===== config.mk =====
export PLATFORM = sky130hd
export DESIGN_NAME = unidade_controle_genius
export DESIGN_NICKNAME = d
export VERILOG_FILES = /design/src/rtl/unidade_controle_genius_pkg.sv /design/src/rtl/unidade_controle_genius.sv
export SDC_FILE = /design/constraint.sdc
export NUM_CORES = 1
export LEC_CHECK = 0
export BUFFER_PORTS_ARGS = -buffer_cell sky130_fd_sc_hd__buf_4
export CAP_MARGIN = 20
export CORE_AREA = 3 3 40 42
export CTS_BUF_LIST = sky130_fd_sc_hd__clkbuf_8 sky130_fd_sc_hd__clkbuf_16
export CTS_CLUSTER_DIAMETER = 50
export DETAILED_ROUTE_END_ITERATION = 10
export DIE_AREA = 0 0 43 45
export PLACE_DENSITY_LB_ADDON = 0.05
export SYNTH_ARGS = -nofsm -noshare
export SYNTH_HDL_FRONTEND = slang
export SYNTH_SLANG_ARGS = --single-unit

===== constraint.sdc =====
create_clock -name clock -period 1.3 [get_ports clock]
set_input_delay 0.13 -clock clock [delete_from_list [all_inputs] [get_ports clock]]
set_output_delay 0.13 -clock clock [all_outputs]
set_load 0.03 [all_outputs]

===== src/rtl/unidade_controle_genius_pkg.sv =====
// unidade_controle_genius_pkg: state codes, debug width default and hex helper for the memory-game control unit
package unidade_controle_genius_pkg;

    localparam int W_ESTADO_DEF = 5;

    localparam logic [3:0] cod_fim_acertou = 4'hA;
    localparam logic [3:0] cod_fim_errou   = 4'hE;
    localparam logic [3:0] cod_fim_timeout = 4'hD;

    typedef enum logic [3:0] {
        inicial          = 4'h0,
        preparacao       = 4'h1,
        inicia_rodada    = 4'h2,
        espera_jogada    = 4'h3,
        registra         = 4'h4,
        comparacao       = 4'h5,
        proximo_endereco = 4'h6,
        proxima_rodada   = 4'h7,
        fim_acertou      = cod_fim_acertou,
        fim_errou        = cod_fim_errou,
        fim_timeout      = cod_fim_timeout
    } estado_t;

    // Active-low seven-segment pattern {g,f,e,d,c,b,a} for a state code
    function automatic logic [6:0] estado_para_hex(input logic [3:0] e);
        case (e)
            4'h0: estado_para_hex = 7'b1000000;
            4'h1: estado_para_hex = 7'b1111001;
            4'h2: estado_para_hex = 7'b0100100;
            4'h3: estado_para_hex = 7'b0110000;
            4'h4: estado_para_hex = 7'b0011001;
            4'h5: estado_para_hex = 7'b0010010;
            4'h6: estado_para_hex = 7'b0000010;
            4'h7: estado_para_hex = 7'b1111000;
            4'h8: estado_para_hex = 7'b0000000;
            4'h9: estado_para_hex = 7'b0010000;
            4'hA: estado_para_hex = 7'b0001000;
            4'hB: estado_para_hex = 7'b0000011;
            4'hC: estado_para_hex = 7'b1000110;
            4'hD: estado_para_hex = 7'b0100001;
            4'hE: estado_para_hex = 7'b0000110;
            default: estado_para_hex = 7'b0001110;
        endcase
    endfunction

endpackage


===== src/rtl/unidade_controle_genius.sv =====
// unidade_controle_genius: Moore FSM sequencing the memory-game datapath; define TIMEOUT_EN to enable the play timer
module unidade_controle_genius
    import unidade_controle_genius_pkg::*;
#(
    parameter int W_ESTADO = W_ESTADO_DEF
) (
    input  logic                clock,
    input  logic                reset,
    input  logic                iniciar,
    input  logic                igual,
    input  logic                endIgualRod,
    input  logic                fimRod,
    input  logic                fimT,
    input  logic                jogada_feita,
    output logic                zeraE,
    output logic                contaE,
    output logic                zeraRod,
    output logic                contaRod,
    output logic                zeraT,
    output logic                contaT,
    output logic                zeraR,
    output logic                registraR,
    output logic                pronto,
    output logic                acertou,
    output logic                errou,
    output logic                timeout,
    output logic [W_ESTADO-1:0] db_estado
);

`ifdef TIMEOUT_EN
    localparam bit timeout_en = 1'b1;
`else
    localparam bit timeout_en = 1'b0;
`endif

    estado_t estado, proximo;

    // State register, cleared to inicial asynchronously by reset
    always_ff @(posedge clock or negedge reset) begin
        if (!reset) estado <= inicial;
        else        estado <= proximo;
    end

    // Next state and Moore outputs; a play beats a simultaneous timer expiry
    always_comb begin
        proximo   = inicial;
        zeraE     = 1'b0;
        contaE    = 1'b0;
        zeraRod   = 1'b0;
        contaRod  = 1'b0;
        zeraT     = 1'b0;
        contaT    = 1'b0;
        zeraR     = 1'b0;
        registraR = 1'b0;
        pronto    = 1'b0;
        acertou   = 1'b0;
        errou     = 1'b0;
        timeout   = 1'b0;
        case (estado)
            inicial: proximo = iniciar ? preparacao : inicial;
            preparacao: begin
                zeraE   = 1'b1;
                zeraRod = 1'b1;
                zeraR   = 1'b1;
                zeraT   = 1'b1;
                proximo = inicia_rodada;
            end
            inicia_rodada: begin
                zeraE   = 1'b1;
                zeraT   = 1'b1;
                proximo = espera_jogada;
            end
            espera_jogada: begin
                contaT  = timeout_en;
                proximo = jogada_feita ? registra :
                          (timeout_en && fimT) ? fim_timeout : espera_jogada;
            end
            registra: begin
                registraR = 1'b1;
                zeraT     = 1'b1;
                proximo   = comparacao;
            end
            comparacao: proximo = !igual ? fim_errou :
                                  (endIgualRod && fimRod) ? fim_acertou :
                                  endIgualRod ? proxima_rodada : proximo_endereco;
            proximo_endereco: begin
                contaE  = 1'b1;
                proximo = espera_jogada;
            end
            proxima_rodada: begin
                contaRod = 1'b1;
                proximo  = inicia_rodada;
            end
            fim_acertou: begin
                pronto  = 1'b1;
                acertou = 1'b1;
                proximo = iniciar ? preparacao : fim_acertou;
            end
            fim_errou: begin
                pronto  = 1'b1;
                errou   = 1'b1;
                proximo = iniciar ? preparacao : fim_errou;
            end
            fim_timeout: begin
                pronto  = 1'b1;
                timeout = timeout_en;
                proximo = iniciar ? preparacao : fim_timeout;
            end
            default: proximo = inicial;
        endcase
    end

    assign db_estado = W_ESTADO'(estado);

endmodule


==> run metrics, run 1 <==
Post-synth ARST share=100%; Clock Tree Buf Depth=2; Antenna Nets Post-Route=0; Synth cell types=32; CP Max Fanout=4; Synth Flop Type=dfrtp_1; outcome=finished with violations; area growth from synthesis to layout=113%; Worst Hold Depth=2; Worst Skew=around 2.5 ps; worst slack, placed=approximately 41 ps; maximum VDD drop=between 1000 and 1500 uV; Worst path most repeated cell=buf_6; Worst EP required=~1200 ps; CP Launch Type=register; Die ar.=0.00194 sq mm; RD Place Congestion=0.721; TritonCTS clock tree=built; Cell Count, Final, Fillers Out=110; detailed-route wire length per cell=around 14 microns; final wirelength=approximately 1.5 mm; htree depth=1; Top reg by flops=estado; Core Util, Final=between 70% and 80%; crit path buf inv count=3; antenna violations before repair=0; Die W=43 microns; final slew viol count=0; Pwr Density=between 2000 and 2500 mW/mm^2; DRC violation count after routing=0; Top Registers=estado (4); R2R setup slack=-80 ps; Placed Instances=95; Starting Density=34.7%; diode count=0; FF-to-FF Start=estado[0]$_DFF_PN0_; crit-path cells=buf_6, nand2b_4, buf_6, a211oi_4, buf_6; DP Wirelength=906 microns; YS warnings=0; CP Data Arrival Time=~1300 ps; vias per cell=5.15; Iteration-0 DRC Markers=10; fraction of layout cells with a size suffix above 1=around two thirds; R2R Path End=estado[0]$_DFF_PN0_; first-pass GRT wire length=between 2 and 2.5 mm; Gate Count Post-Synth=~60; footprint of the multi-input gates=407 sq um; GRT Residual Overflow=0; LEAKAGE=about 0.42 nW; Worst path max stage delay=400 ps; RSZ-0062 raised after global routing=yes; min-delay src=iniciar; Post-Syn Area per Cell=7.55 sq um; EDFF count, synth=0; clock-pin slew on the worst setup and hold paths=around 30 ps; Post-Syn Area=445 sq um; # rows=13; failing checks=setup timing; period utilisation layout=109%; gr usage total=between 10% and 20%; CP Capture Type=output pin; slowest CP cell=dfrtp_2; number of max-cap violations=0; worst skew pair latency=220 ps; Core Area=between 0.001 and 0.0015 sq mm; Hold EP=estado[1]$_DFF_PN0_; Worst path top cell family by delay=buffers and inverters; #FFs+latches synth=4; final setup fails=10; worst hold-check path type=input port to register; sequential cell area=105 sq um; clock root cell=clkbuf_8; vias=approximately 570; First-pass DRT Iterations=4; CTS buffer count=3; Seq/Total Area, Yosys=between 20% and 30%; Fillers=about 100; critical path class=register to output pin; Hold Vio Cnt, Final=0; setup ws final=-122 ps; die height=45 microns; largest net degree at the start of global routing=13; Setup crit start=estado[0]$_DFF_PN0_; # IOs=25; vias in the first global route=approximately 540; Tmin final=between 1000 and 1500 ps; IO buf count=20; fin nets=around 110; R2R depth=5; clock sinks=4; fmax=about 700 MHz; Largest register FFs=4; critical path depth=5
synth_stat cells, types with 2 or more instances:
cell type  number  area share, %
nor2b_1         2            2.8
dfrtp_1         4             22
o21ai_1         3            3.4
nand2_1         4            3.4
nor4bb_1        2            4.5
nor3_1          2            2.2
o21ai_0         2            2.2
nand2b_1        2            2.8
buf_2           4            4.5
nor2_1          8            6.7
buf_4           4            6.7
xor2_1          2            3.9
power breakdown:
part	internal [mW]	switching (mW)	total [mW]	leakage, nW
Combinational	0.913	0.941	1.85	0.358
Sequential	0.179	0.0687	0.248	0.0441
Clock	0.198	0.0655	0.263	0.0216
final cells by class:
class | count | area share (%)
flip-flops and latches | 4 | 11.1
clock buffers | 3 | 4.34
inverters | 1 | 0.395
multi-input cells | 46 | 42.8
well taps | 15 | 1.97
repair buffers | 41 | 39.5
placed cells by master, fill, tap and decap left out, types with 2 or more instances in the layout:
| master | count |
|---|---|
| nand2_1 | 2 |
| buf_4 | 23 |
| buf_6 | 15 |
| dfrtp_2 | 4 |
| o21ai_1 | 4 |
| nor4bb_1 | 2 |
| nor2_4 | 5 |
| clkbuf_8 | 3 |
| conb_1 | 3 |
| nor2_1 | 2 |
| xor2_1 | 2 |
| nand2b_4 | 3 |
what timing repair did:
item                                    4_1_cts  5_1_grt
hold buffers                                  1        0
endpoints found under the hold margin         4        0
endpoints found under the setup margin        9       14
pin swaps                                     6        4
buffers inserted                             12        0
resized for setup                            25        7
worst max path at each step:
| stage | to | slack, ps |
|---|---|---|
| 2_1_floorplan | zeraE | -140 |
| 4_1_cts | zeraT | -110 |
| 3_5_place_dp | estado[0]$_DFF_PN0_ | 40 |
| 5_1_grt | zeraE | -170 |
| 6_report | zeraE | -120 |
| 3_3_place_gp | estado[0]$_DFF_PN0_ | 40 |
through the flow:
| stage | instance area, sq um | total power [mW] | TNS, ps | hold WS [ps] |
|---|---|---|---|---|
| 3_5_place_dp | 692 | 1.54 | 0 | -72.3 |
| 6_report | 951 | 2.37 | -799 | 162 |
| 5_1_grt | 951 | 2.51 | -1480 | 174 |
| 2_1_floorplan | 541 | 1.21 | -729 | -166 |
| 3_3_place_gp | 692 | 1.53 | 0 | -74.1 |
| 4_1_cts | 928 | 2.30 | -701 | 167 |
per-layer routing:
metal	track usage [%]	up-vias	routed length, microns
li1	-	279	-
met1	21.5	263	626
met2	29.0	21	759
met3	4.78	4	80
met4	5.42	0	30
met5	0	-	0
cell families (layout without fill, tap and decap cells):
logic type             Yosys count  in the layout  share of synthesized area (%)
AND/OR/NAND/NOR                 26             26                           33.1
XOR/XNOR                         2              2                           3.93
other                            1              3                          0.842
buffers and inverters           11             45                           15.4
flip-flops                       4              4                           22.5
AO/OA/AOI/OAI                   15             15                           24.2
Power figures use the tool's default switching activity.
==> run 2, diff against run 1 <==
ABC_AREA = 1   (was not set)
CELL_PAD_IN_SITES_DETAIL_PLACEMENT = 0   (was not set)
CELL_PAD_IN_SITES_GLOBAL_PLACEMENT = 1   (was not set)
CORE_AREA = not set   (was 3 3 40 42)
CORE_MARGIN = 3   (was not set)
CORE_UTILIZATION = 22   (was not set)
DIE_AREA = not set   (was 0 0 43 45)
SLEW_MARGIN = 20   (was not set)
==> run 2 against run 1 <==
  * Global-route usage is 6.1 points lower
  * Sequential share of layout area is 2.3 points higher
  * Synthesized cell count up 19%
  * Setup slack improved by 85 ps
  * Critical endpoint is now pronto
  * Cell count up 16%
  * Clock skew up 3.2 ps
  * Largest cell class unchanged
  * The flow still finishes with violations (setup timing)
  * Combinational power down 27%
  * Area after synthesis fell by 9.6%
  * Non-clock buffer count is 8 lower
  * Via count shrank 2.5%
  * Hold slack improved by 10 ps
==> run metrics, run 2 <==
Synth Flop Type=dfrtp_1; critical path class=register to output pin; diode count=0 (unchanged); Seq/Total Area, Yosys=24.8% (+2.4 points); Iteration-0 DRC Markers=9 (-1); Starting Density=25.0% (-9.7 points); DRC violation count after routing=0 (unchanged); Synth cell types=14 (-56%); Post-synth ARST share=100% (unchanged); met2 usage in global routing=17.2% (-12 points); Post-Synth Adder-Cell Area=0% (unchanged); commonest non-fill, non-tap cell in the layout=buf_4; Core Area=0.00161 sq mm (+25%); YS warnings=0 (unchanged); final wirelength=1.35 mm (-10%); CP Capture Type=output pin; xor and xnor area share after synthesis=0% (-3.9 points); FF-to-FF Start=estado[1]$_DFF_PN0_; top-area cell type share of the netlist area=24.8% (+2.4 points); first-pass GRT wire length=2.06 mm (-16%); crit path buf inv count=2 (-1); largest family of logic cells by synthesized area=simple AND/OR/NAND/NOR gates; Die ar.=0.00238 sq mm (+23%); Global Route met3 Usage=3.67% (-1.1 points); crit-path cells=inv_4, nor2_4, nand2_2, o21ai_2, buf_6; R2R Path End=estado[0]$_DFF_PN0_; clock sinks=4 (unchanged); period utilisation layout=103% (-6.5 points); EDFF count, synth=0 (unchanged); Die W=48.8 microns (+13%); area growth from synthesis to layout=94.7%; detailed-route wire length per cell=10.5 microns (-23%); largest net degree at the start of global routing=7 (-6); post-synthesis compound-gate area fraction=3.42% (-21 points); Gate Count Post-Synth=70 (+19%); failing checks=setup timing; worst hold-check path type=input port to register; die height=48.8 microns (+8.4%); LEAKAGE=0.422 nW (-0.32%); final setup fails=5 (-5); final slew viol count=0 (unchanged); clock-pin slew on the worst setup and hold paths=40 ps (about the same); Pwr Density=2450 mW/mm^2 (-1.4%); CP Launch Type=register; Top reg by flops=estado; commonest cells in the netlist=22 x nand2_1, 11 x inv_1, 10 x nor2_1; RSZ-0062 raised after global routing=yes; RD Place Congestion=0.777 (+7.7%); htree depth=1 (unchanged); dominant cells by area after synthesis=dfrtp_1 25%, nand2_1 20%, inv_1 10%, nor2_1 9.3%, nand3_1 7.5%; fraction of layout cells with a size suffix above 1=57.7% (-11 points); gr busiest metal=met2; # IOs=25 (unchanged); DP Wirelength=962 microns (+6.2%); Placed Instances=112 (+18%); CTS buffer count=3 (unchanged); maximum VDD drop=843 uV (-36%); Post-Syn Area per Cell=5.76 sq um (-24%); antenna violations before repair=0 (unchanged); GRT Residual Overflow=0 (unchanged); Clock Tree Buf Depth=2 (unchanged); R2R depth=8 (+3); vias=553 (-2.5%); CP Max Fanout=5 (+1); fmax=748 MHz (+6.3%); count leader, synth=nand2_1; number of max-cap violations=0 (unchanged); outcome=finished with violations; R2R setup slack=40 ps (+120 ps); Hold EP=estado[0]$_DFF_PN0_; #FFs+latches synth=4 (unchanged); worst skew pair latency=220 ps (about the same); mux cell area share after synthesis=0% (unchanged); Worst Skew=5.65 ps (+3.16 ps); # rows=14 (+1); Top Registers=estado (4); Worst EP required=1170 ps (about the same); post-synth top area cell=dfrtp_1; setup ws final=-37.1 ps (+84.5 ps); gr usage total=11.1% (-6.1 points); Antenna Nets Post-Route=0 (unchanged); Largest register FFs=4 (unchanged); vias in the first global route=512 (-5.0%); TritonCTS clock tree=built; slowest CP cell=dfrtp_2; vias per cell=4.32 (-16%); min-delay src=iniciar; IO buf count=20 (unchanged); Post-Syn Area=403 sq um (-9.6%); fin nets=114 (+8.6%); Cell Count, Final, Fillers Out=128 (+16%); clock root cell=clkbuf_8; Tmin final=1340 ps (-84.5 ps); most frequent cells in the layout=24 x buf_4, 19 x nand2_1, 8 x buf_6, 7 x inv_2, 7 x nor2_1; Fin Setup TNS=-97.3 ps (+702 ps); Worst path max stage delay=460 ps (+60 ps); Worst Hold Depth=3 (+1); First-pass DRT Iterations=4 (unchanged); Synth Area in Simple Gates=53.1% (+20 points); Worst path top cell family by delay=flip-flops; CP Data Arrival Time=1210 ps (-80 ps); Hold Vio Cnt, Final=0 (unchanged); met1 usage=12.8% (-8.7 points)
==> run 2: changes by cell type after synthesis, moves of 3 or more <==
cell,change
buf_2,-4
o21ai_1,-3
inv_1,+10
nand3_1,+5
nand2_1,+18
nor2_2,+3
==> run 2: what timing repair did <==
action / CTS / global route
gates resized for setup: 12 / 13
hold endpoints to repair: 4 / 0
hold buffers: 1 / 0
endpoints found under the setup margin: 8 / 10
setup buffers: 8 / 4
pin swaps: 3 / 5
==> run 2: metrics by stage <==
step           utilization [%]  power, mW  setup WS, ps  instance area (sq um)  hold slack, ps
2_1_floorplan                -      0.969          18.4                    428            -166
3_3_place_gp              35.9       1.30          99.7                    578           -73.4
3_5_place_dp              35.9       1.28           122                    578           -67.4
4_1_cts                   44.7       1.75         -3.98                    721             157
5_1_grt                   48.7       2.06         -99.0                    785             180
6_report                  48.7       1.92         -37.1                    785             172
==> run 2: how the worst max path moves through the flow <==
stage / to / cells after the start / slack (ps) / startpoint
CTS: pronto / 4 / -4 / estado[1]$_DFF_PN0_
finish: pronto / 5 / -40 / estado[1]$_DFF_PN0_
global placement: zeraT / 5 / 100 / estado[0]$_DFF_PN0_
floorplan: zeraRod / 5 / 20 / estado[0]$_DFF_PN0_
global route: acertou / 5 / -100 / estado[1]$_DFF_PN0_
detailed placement: zeraT / 5 / 120 / estado[0]$_DFF_PN0_
==> run 2: cell families after synthesis <==
| group | after synthesis |
|---|---|
| compound gates | 2 |
| buf+inv | 15 |
| flops | 4 |
| other cells | 1 |
| simple gates | 48 |
==> run 2: layer usage <==
layer | share of wire (%) | up-vias | routed length (microns)
li1 | - | 277 | -
met4 | 3.0 | 0 | 40
met1 | 38 | 249 | 518
met5 | 0 | - | 0
met3 | 6.8 | 4 | 92
met2 | 52 | 23 | 695
==> run 2: layout make-up <==
class                           instances  area [sq um]
Clock buffer                            3          41.3
Fill cell                             170           827
Inverter                               11          43.8
Multi-Input combinational cell         53           284
Sequential cell                         4           105
Tap cell                               24          30.0
Timing Repair Buffer                   33           280
==> run 2: worst min-delay path: stages <==
cell and delay [ps]:
buf_4 80, nand2_1 40, nand3_1 90
==> run 2: power breakdown <==
part / switching, mW / internal (mW) / leakage [nW] / total [mW]
clock network: 0.0684 / 0.198 / 0.0216 / 0.266
logic: 0.773 / 0.580 / 0.355 / 1.35
registers: 0.122 / 0.183 / 0.0456 / 0.305
total: 0.964 / 0.961 / 0.422 / 1.92
==> run 3, diff against run 2 <==
CAP_MARGIN = 5   (was 20)
PLACE_DENSITY_LB_ADDON = 0.08   (was 0.05)
==> run 3 against run 2 <==
  * The flow still finishes with violations (setup timing)
  * Sequential power barely moved
  * Combinational power fell by 4%
  * First-iteration DRC count fell by 22%
  * Sequential share of layout area fell by 0.15 points
  * Hold slack got worse by 14 ps
  * Flip-flop and latch count did not move
  * Via count fell by 5.4%
  * Clock-buffer cell count did not move
  * Non-clock buffer count fell by 2
  * Clock power rose by 3%
  * Cell area rose by 1.1%
  * Setup slack got worse by 26 ps
  * Largest power group unchanged
  * Highest routed layer unchanged
==> run metrics, run 3 (synthesis results as in run 2) <==
Antenna Nets Post-Route=0 (unchanged); final setup fails=6 (+1); Die W=48.8 microns (unchanged); antenna violations before repair=0 (unchanged); # IOs=25 (unchanged); most frequent cells in the layout=21 x buf_4, 16 x nand2_1, 9 x buf_6, 7 x nand2_2, 7 x nor2_1; RD Place Congestion=0.736 (-5.2%); Switching Share=51.2% (+1.1 points); Top Registers=estado (4); commonest non-fill, non-tap cell in the layout=buf_4; critical path class=register to output pin; worst skew pair latency=220 ps (about the same); largest net degree at the start of global routing=8 (+1); Reg power frac=16.3% (+0.4 points); clock root cell=clkbuf_8; slowest CP cell=dfrtp_2; Pwr Total=1.87 mW (-3.0%); die height=48.8 microns (unchanged); DP Wirelength=936 microns (-2.8%); CP Data Arrival Time=1230 ps (+20 ps); detailed-route wire length per cell=10.1 microns (-3.8%); worst hold-check path type=input port to register; Tmin final=1360 ps (+26.4 ps); vias=523 (-5.4%); period utilisation layout=105% (+2.0 points); Worst path top cell family by delay=flip-flops; htree depth=1 (unchanged); final slew viol count=0 (unchanged); fraction of layout cells with a size suffix above 1=57.8% (+0.15 points); failing checks=setup timing; vias per cell=4.15 (-3.9%); outcome=finished with violations; clock sinks=4 (unchanged); Gate power share=69.1% (-1.2 points); TritonCTS clock tree=built; setup ws final=-63.5 ps (-26.4 ps); Worst EP required=1170 ps (about the same); Starting Density=25.0% (unchanged); Worst path max stage delay=440 ps (-20 ps); gr usage total=11.6% (+0.46 points); WHS=158 ps (-14.1 ps); internal power=0.911 mW (-5.2%); Psw=0.956 mW (-0.89%); Clock Tree Buf Depth=2 (unchanged); LEAKAGE=0.430 nW (+1.8%); fmax=733 MHz (-1.9%); # rows=14 (unchanged); DRC violation count after routing=0 (unchanged); CP Capture Type=output pin; Largest register FFs=4 (unchanged); CP Max Fanout=6 (+1); Iteration-0 DRC Markers=7 (-2); crit-path cells=inv_4, nor2_4, nand2_4, o21ai_4, buf_6; first-pass GRT wire length=2.05 mm (-0.68%); diode count=0 (unchanged); Core Util, Final=49.2% (+0.54 points); Worst Skew=4.82 ps (-0.837 ps); IO buf count=20 (unchanged); Fin Setup TNS=-216 ps (-119 ps); vias in the first global route=478 (-6.6%); CP Launch Type=register; Core Area=0.00161 sq mm (unchanged); Pwr Density=2350 mW/mm^2 (-4.1%); Fillers=174 (+2.4%); Hold Vio Cnt, Final=0 (unchanged); final wirelength=1.28 mm (-5.3%); crit path buf inv count=2 (unchanged); GRT Residual Overflow=0 (unchanged); number of max-cap violations=0 (unchanged); Top reg by flops=estado; Die ar.=0.00238 sq mm (unchanged); RSZ-0062 raised after global routing=yes; CTS buffer count=3 (unchanged); area growth from synthesis to layout=96.9%; clock-pin slew on the worst setup and hold paths=30 ps (about the same); First-pass DRT Iterations=4 (unchanged); fin nets=112 (-1.8%); maximum VDD drop=870 uV (+3.2%); clock share of power=14.6% (+0.8 points)
run 3: path summary, 6_finish.rpt:
kind | from | endpoint | slack (ps) | cells after the start
max | estado[1]$_DFF_PN0_ | pronto | -60 | 5
min | iniciar | estado[0]$_DFF_PN0_ | 160 | 3
max reg2reg | estado[1]$_DFF_PN0_ | estado[0]$_DFF_PN0_ | 50 | 8
min reg2reg | estado[0]$_DFF_PN0_ | estado[1]$_DFF_PN0_ | 740 | 3
max in group asynchronous | reset | estado[2]$_DFF_PN0_ | 940 | 2
min in group asynchronous | reset | estado[0]$_DFF_PN0_ | 240 | 2
run 3: final cells by class:
type / instances / area, sq um / area share (%)
multi-input combinational: 53 / 304 / 38.3
timing repair buffer: 31 / 269 / 33.9
sequential: 4 / 105 / 13.2
inverter: 11 / 43.8 / 5.52
clock buffer: 3 / 41.3 / 5.21
tap: 24 / 30.0 / 3.79
run 3: repair_timing:
item	in CTS	in global routing
endpoints found under the setup margin	8	10
setup buffers	3	7
pin swaps	1	2
resized for setup	13	16
hold buffers	1	0
endpoints found under the hold margin	4	0
run 3: power by group through the flow:
stage          clock network (mW)  registers, mW  logic [mW]
2_1_floorplan                   0          0.348       0.621
3_3_place_gp                    0          0.272        1.02
3_5_place_dp                    0          0.271        1.00
4_1_cts                     0.279          0.295        1.12
5_1_grt                     0.294          0.316        1.40
6_report                    0.273          0.304        1.29
run 3: layer usage:
layer | vias up | share of wire [%] | track usage (%)
met1 | 227 | 39 | 13.5
li1 | 273 | - | -
met2 | 19 | 53 | 17.2
met5 | - | 0 | 0
met4 | 0 | 2.8 | 11.4
met3 | 4 | 5.0 | 2.45
run 3: stage by stage:
step                cells  setup slack [ps]  cell area, sq um
global route          126              -126               793
floorplan              72              18.4               428
finish                126             -63.5               793
CTS                   119             -42.8               686
detailed placement    112               111               578
global placement      112              96.2               578
run 3: worst min-delay path: stages:
cell and delay [ps]:
buf_4 90, nand2_1 40, nand3_1 80
